## src/rtl/bus_seq_arbiter.sv

```systemverilog
// Round-robin arbiter sharing one bus sequencer between NUM_REQ requesters,
// with per-owner read routing and a saturating watchdog on stalled jobs.
module bus_seq_arbiter #(
  parameter int NUM_REQ     = 4,
  parameter int ADDR_W      = 32,
  parameter int TIMEOUT_CYC = 65535
) (
  input  logic                      clk,
  input  logic                      rst,
  input  logic [NUM_REQ-1:0]        req_i,
  input  logic [NUM_REQ*ADDR_W-1:0] req_addr_i,
  output logic [NUM_REQ-1:0]        gnt_o,
  output logic [NUM_REQ-1:0]        done_o,
  output logic [NUM_REQ-1:0]        err_o,
  output logic [NUM_REQ-1:0]        rd_valid_o,
  output logic [7:0]                rd_data_o,
  output logic                      busy_o,
  output logic                      seq_start_o,
  output logic [ADDR_W-1:0]         seq_start_addr_o,
  input  logic                      seq_ready_i,
  input  logic                      seq_data_valid_i,
  input  logic [7:0]                seq_data_i
);

  localparam int PTR_W = (NUM_REQ > 1) ? $clog2(NUM_REQ) : 1;
  localparam int WD_W  = (TIMEOUT_CYC > 0) ? $clog2(TIMEOUT_CYC + 1) : 1;
  localparam logic [WD_W-1:0] WD_LIMIT = WD_W'(TIMEOUT_CYC);

  typedef enum logic [2:0] {
    IDLE,
    START,
    WAIT_ACK,
    RUN,
    DONE
  } state_t;

  state_t            state_q, next_state;
  logic [PTR_W-1:0]  ptr_q, ptr_d;
  logic [PTR_W-1:0]  owner_q, owner_d;
  logic [WD_W-1:0]   wd_q, wd_d;
  logic              to_q, to_d;
  logic [PTR_W:0]    pick;
  logic [ADDR_W-1:0] addr_sel;
  logic              wd_expired;
  logic              rd_hit;

  // {found, index} of the first request at or after ptr, wrapping.
  function automatic logic [PTR_W:0] rr_pick(input logic [NUM_REQ-1:0] req,
                                             input logic [PTR_W-1:0]   ptr);
    logic             found;
    logic [PTR_W-1:0] win;
    logic [PTR_W-1:0] idx_w;
    int               idx;
    found = 1'b0;
    win   = ptr;
    for (int i = 0; i < NUM_REQ; i++) begin
      idx = int'(ptr) + i;
      if (idx >= NUM_REQ) idx = idx - NUM_REQ;
      idx_w = PTR_W'(idx);
      if (!found && req[idx_w]) begin
        found = 1'b1;
        win   = idx_w;
      end
    end
    return {found, win};
  endfunction

  function automatic logic [NUM_REQ-1:0] onehot(input logic [PTR_W-1:0] idx);
    logic [NUM_REQ-1:0] v;
    v      = '0;
    v[idx] = 1'b1;
    return v;
  endfunction

  function automatic logic [WD_W-1:0] wd_sat_inc(input logic [WD_W-1:0] w);
    return (w == WD_LIMIT) ? w : w + WD_W'(1);
  endfunction

  function automatic logic [PTR_W-1:0] ptr_after(input logic [PTR_W-1:0] o);
    return (o == PTR_W'(NUM_REQ - 1)) ? '0 : o + PTR_W'(1);
  endfunction

  assign pick       = rr_pick(req_i, ptr_q);
  assign wd_expired = (TIMEOUT_CYC != 0) && (wd_q == WD_LIMIT);
  assign rd_hit     = seq_data_valid_i && ((state_q == WAIT_ACK) || (state_q == RUN));

  always_comb begin
    addr_sel = '0;
    for (int i = 0; i < NUM_REQ; i++) begin
      if (pick[PTR_W-1:0] == PTR_W'(i)) addr_sel = req_addr_i[i*ADDR_W +: ADDR_W];
    end
  end

  always_comb begin
    next_state = state_q;
    owner_d    = owner_q;
    ptr_d      = ptr_q;
    wd_d       = wd_q;
    to_d       = to_q;
    case (state_q)
      IDLE: begin
        if (seq_ready_i && pick[PTR_W]) begin
          next_state = START;
          owner_d    = pick[PTR_W-1:0];
          to_d       = 1'b0;
        end
      end
      START: begin
        next_state = WAIT_ACK;
        wd_d       = '0;
      end
      WAIT_ACK: begin
        if (!seq_ready_i) begin
          next_state = RUN;
          wd_d       = '0;
        end else if (wd_expired) begin
          next_state = DONE;
          to_d       = 1'b1;
        end else begin
          wd_d = wd_sat_inc(wd_q);
        end
      end
      RUN: begin
        if (seq_ready_i) begin
          next_state = DONE;
        end else if (wd_expired) begin
          next_state = DONE;
          to_d       = 1'b1;
        end else begin
          wd_d = wd_sat_inc(wd_q);
        end
      end
      DONE: begin
        next_state = IDLE;
        ptr_d      = ptr_after(owner_q);
      end
      default: next_state = IDLE;
    endcase
  end

  // Control state and registered outputs, all driven from next-state values.
  always_ff @(posedge clk or posedge rst) begin
    if (rst) begin
      state_q          <= IDLE;
      ptr_q            <= '0;
      owner_q          <= '0;
      wd_q             <= '0;
      to_q             <= 1'b0;
      gnt_o            <= '0;
      done_o           <= '0;
      err_o            <= '0;
      busy_o           <= 1'b0;
      seq_start_o      <= 1'b0;
      seq_start_addr_o <= '0;
      rd_valid_o       <= '0;
      rd_data_o        <= '0;
    end else begin
      state_q     <= next_state;
      ptr_q       <= ptr_d;
      owner_q     <= owner_d;
      wd_q        <= wd_d;
      to_q        <= to_d;
      gnt_o       <= (next_state != IDLE) ? onehot(owner_d) : '0;
      done_o      <= (next_state == DONE) ? onehot(owner_d) : '0;
      err_o       <= ((next_state == DONE) && to_d) ? onehot(owner_d) : '0;
      busy_o      <= (next_state != IDLE);
      seq_start_o <= (next_state == START);
      if (next_state == START) seq_start_addr_o <= addr_sel;
      rd_valid_o  <= rd_hit ? onehot(owner_q) : '0;
      if (rd_hit) rd_data_o <= seq_data_i;
    end
  end

endmodule

```

## config.mk

```make
export PLATFORM = sky130hd
export DESIGN_NAME = bus_seq_arbiter
export DESIGN_NICKNAME = d
export VERILOG_FILES = /design/src/rtl/bus_seq_arbiter.sv
export SDC_FILE = /design/constraint.sdc
export NUM_CORES = 1
export LEC_CHECK = 0
export ABC_CLOCK_PERIOD_IN_PS = 2400
export CAP_MARGIN = 20
export CORE_UTILIZATION = 39
export DETAILED_ROUTE_END_ITERATION = 6
export PLACE_DENSITY = 0.77
export SLEW_MARGIN = 20
export SYNTH_ARGS = -nofsm -noshare
export SYNTH_HDL_FRONTEND = slang
export SYNTH_SLANG_ARGS = --single-unit
```

## constraint.sdc

```tcl
create_clock -name clk -period 2.4 [get_ports clk]
set_input_delay 0.48 -clock clk [delete_from_list [all_inputs] [get_ports clk]]
set_output_delay 0.48 -clock clk [all_outputs]
set_load 0.05 [all_outputs]
```

==> results.yml <==
placement:
  placed_cells: 808
  port_buffers: 201
  place_congestion: 0.881
  dp.final_hpwl_um: 11400
worst_setup_path:
  r2r_slack_ns: 0.29
  path_max_fanout: 33
  crit_arrival_ns: 2.43
  required_ns: 2.66
  reg2reg_from: "wd_q[6]"
  endpoint: "done_o[3]"
  r2r-end: "err_o[2]"
  worstRegToRegCells: 5
  slowest_stage: "clkdlybuf4s50_1"
  worst_setup_path_start_kind: "primary input"
  crit_chain: "clkdlybuf4s50_1 -> buf_4 -> nor2_1 -> o21ai_2 -> buf_4 -> nand3_1 -> o22a_1 -> nor2_1"
  cp-end-kind: "flip-flop"
  path_class: "in2reg"
  critPathLaunch: "req_i[3]"
  cpPeakStageDelay_ns: 0.57
grt:
  use_met3: 0.0551
  busiest_layer: "met2"
  grt_max_degree: 45
  grt_use_total: 0.250
  met2_usage: 0.424
  grt_antenna_before_repair: 1
  grt_overflow: 0
  grt_pass1_vias: 4690
  use_met1: 0.304
  grt_first_pass_wirelength_um: 24400
layout:
  seq_area_um2: 2050
  filler_cell_count: 930
  nets: 825
  multi_input_area_um2: 2310
  n_antenna_cell: 0
  syn_to_final_growth_pct: 54.6
  fin_cells: 824
  drive_gt1_frac: 0.122
worst_hold_path:
  hp-class: "in2async"
yosys:
  yosysSeqAreaShare: 0.435
  ys_ff_latch: 82
  yosysUniqueCellTypes: 60
  syn-num-nets: 622
  synthArstFlopShare: 1.00
  synth_area_per_cell_um2: 9.98
  synth_edf_count: 0
  syn_area_um2: 4720
  ys.flop_type: "dfrtp_1"
  synth_warnings: 0
  synth_cells: 473
clock_network:
  clk_path_buf_depth: 2
  cts_tree: "built"
  cts_resized: 0
  root_buffer: "clkbuf_16"
  clk_pin_slew_worst_paths_ns: 0.06
  clock-sinks: 82
  clock_latency_ns: 0.34
  hold_buffers: 0
  cts_buffers: 9
  post_cts_buffers: 0
  htreeDepth: 3
timing:
  relSlewSlack: 0.604
  fin_crit_ns: 2.17
  setup_viol: 0
  rsz0062_at_grt: "no"
  tightest_slew_ns: 0.593
  max_freq_mhz: 461
  fin_worst_skew_ns: 0.00678
  slew_violations: 0
  hold_viol: 0
  timing.final.crit_share: 0.903
detailed_routing:
  wire_per_inst_um: 18.5
  first_iter_violations: 309
  avgViaCountPerCell: 5.50
  first_pass_iters: 7
  ant_nets: 0
  vias: 4530
  drc_errors: 20
  routed_wl_um: 15200
status:
  violations: "DRC"
  outcome: "complete, but fails checks"
pwr:
  p_per_area_nw_per_um2: 1140
  leakagePower_nw: 3.02
  total_power_mw: 8.33
  ir_drop_mv: 0.683
die:
  die_h_um: 112
  core_area_um2: 11600
  io_pins: 202
  rows: 39
  die_x_um: 112
  dieArea_um2: 12600
  initial_core_util: 0.407
flow_run:
  cap_violations: 0
==> cell usage in the layout, fill, tap and decap left out, types with 4 or more instances in the layout <==
master / Yosys / routed
buf_4: 5 / 19
a21oi_1: 4 / 4
nand2_1: 17 / 17
and3_1: 7 / 6
mux2i_1: 33 / 33
nor2_1: 58 / 58
clkbuf_16: 0 / 9
xor2_1: 8 / 8
clkdlybuf4s50_1: 0 / 201
nor2b_1: 4 / 4
a211oi_1: 52 / 52
nand3_1: 6 / 6
mux2_2: 9 / 9
nor3_1: 6 / 6
o21ai_0: 8 / 8
inv_1: 40 / 39
dfrtp_1: 82 / 82
a211oi_2: 12 / 12
ha_1: 5 / 5
buf_12: 0 / 7
a31oi_1: 33 / 33
==> per-layer routing <==
metal	part of all wire	routed length, um
met3	0.075	1140
met2	0.50	7530
met1	0.39	5940
met5	0.0012	18
met4	0.038	572
==> state kept, by name (all words and copies together) (netlist names) <==
signal            cells
busy_o                1
done_o                4
err_o                 4
gnt_o                 4
owner_q               2
ptr_q                 2
rd_data_o             8
rd_valid_o            4
seq_start_addr_o     32
seq_start_o           1
state_q               3
to_q                  1
wd_q                 16
==> through the flow <==
| stage | hold slack, ns | setup WS [ns] | TNS [ns] | instance area (um2) | utilization |
|---|---|---|---|---|---|
| floorplan | 0.466 | 0.491 | 0 | 4730 | - |
| global placement | 0.487 | -0.0491 | -0.0517 | 7000 | 0.602 |
| detailed placement | 0.497 | -0.130 | -1.67 | 7000 | 0.602 |
| CTS | 0.475 | 0.214 | 0 | 7300 | 0.629 |
| global route | 0.508 | 0.0678 | 0 | 7300 | 0.629 |
| finish | 0.477 | 0.232 | 0 | 7300 | 0.629 |
==> logic make-up after synthesis <==
| kind of cell | share of synthesized area |
|---|---|
| AO/OA/AOI/OAI | 0.238 |
| flip-flops | 0.435 |
| multiplexers | 0.0914 |
| buffers and inverters | 0.0774 |
| XOR/XNOR | 0.0204 |
| AND/OR/NAND/NOR | 0.125 |
| adder cells (fa/ha/maj) | 0.0132 |
==> power by group <==
group	switching [mW]	total, mW	leakage (nW)	internal [mW]
clock network	0.555	1.41	0.151	0.857
logic	2.96	4.74	1.86	1.78
registers	0.319	2.18	1.01	1.86
total	3.84	8.33	3.02	4.50
==> critical path: cells and delay by family <==
kind            cells  cell delay (ns)
compound gates      2             0.46
buf+inv             3             1.07
simple gates        3             0.41
==> synth_stat cells (6+ instances only) <==
master	n	area share
nand3_1	6	0.0064
nor3_1	6	0.0064
a31oi_1	33	0.044
o21ai_0	8	0.0085
nand2_1	17	0.014
inv_1	40	0.032
nor2_1	58	0.046
dfrtp_1	82	0.43
and3_1	7	0.0093
buf_2	9	0.0095
a211oi_1	52	0.083
a211oi_2	12	0.032
mux2_2	9	0.021
clkbuf_1	14	0.011
mux2i_1	33	0.070
xor2_1	8	0.015
==> cell type report <==
| type | count | area share |
|---|---|---|
| well taps | 143 | 0.0245 |
| inverters | 41 | 0.0216 |
| clock inverters | 5 | 0.00720 |
| multi-input cells | 315 | 0.317 |
| repair buffers | 227 | 0.314 |
| flip-flops and latches | 82 | 0.281 |
| clock buffers | 11 | 0.0346 |
==> worst min path at each step <==
| stage | startpoint | endpoint | slack [ns] | cells past startpoint |
|---|---|---|---|---|
| finish | rst | seq_start_addr_o[27] | 0.48 | 2 |
| floorplan | to_q | to_q | 0.47 | 1 |
| global route | rst | seq_start_addr_o[27] | 0.51 | 2 |
| CTS | rst | seq_start_addr_o[27] | 0.48 | 2 |
| detailed placement | to_q | to_q | 0.50 | 1 |
| global placement | rd_data_o[2] | rd_data_o[2] | 0.49 | 1 |
No activity file was read; power rests on OpenSTA's default activity.
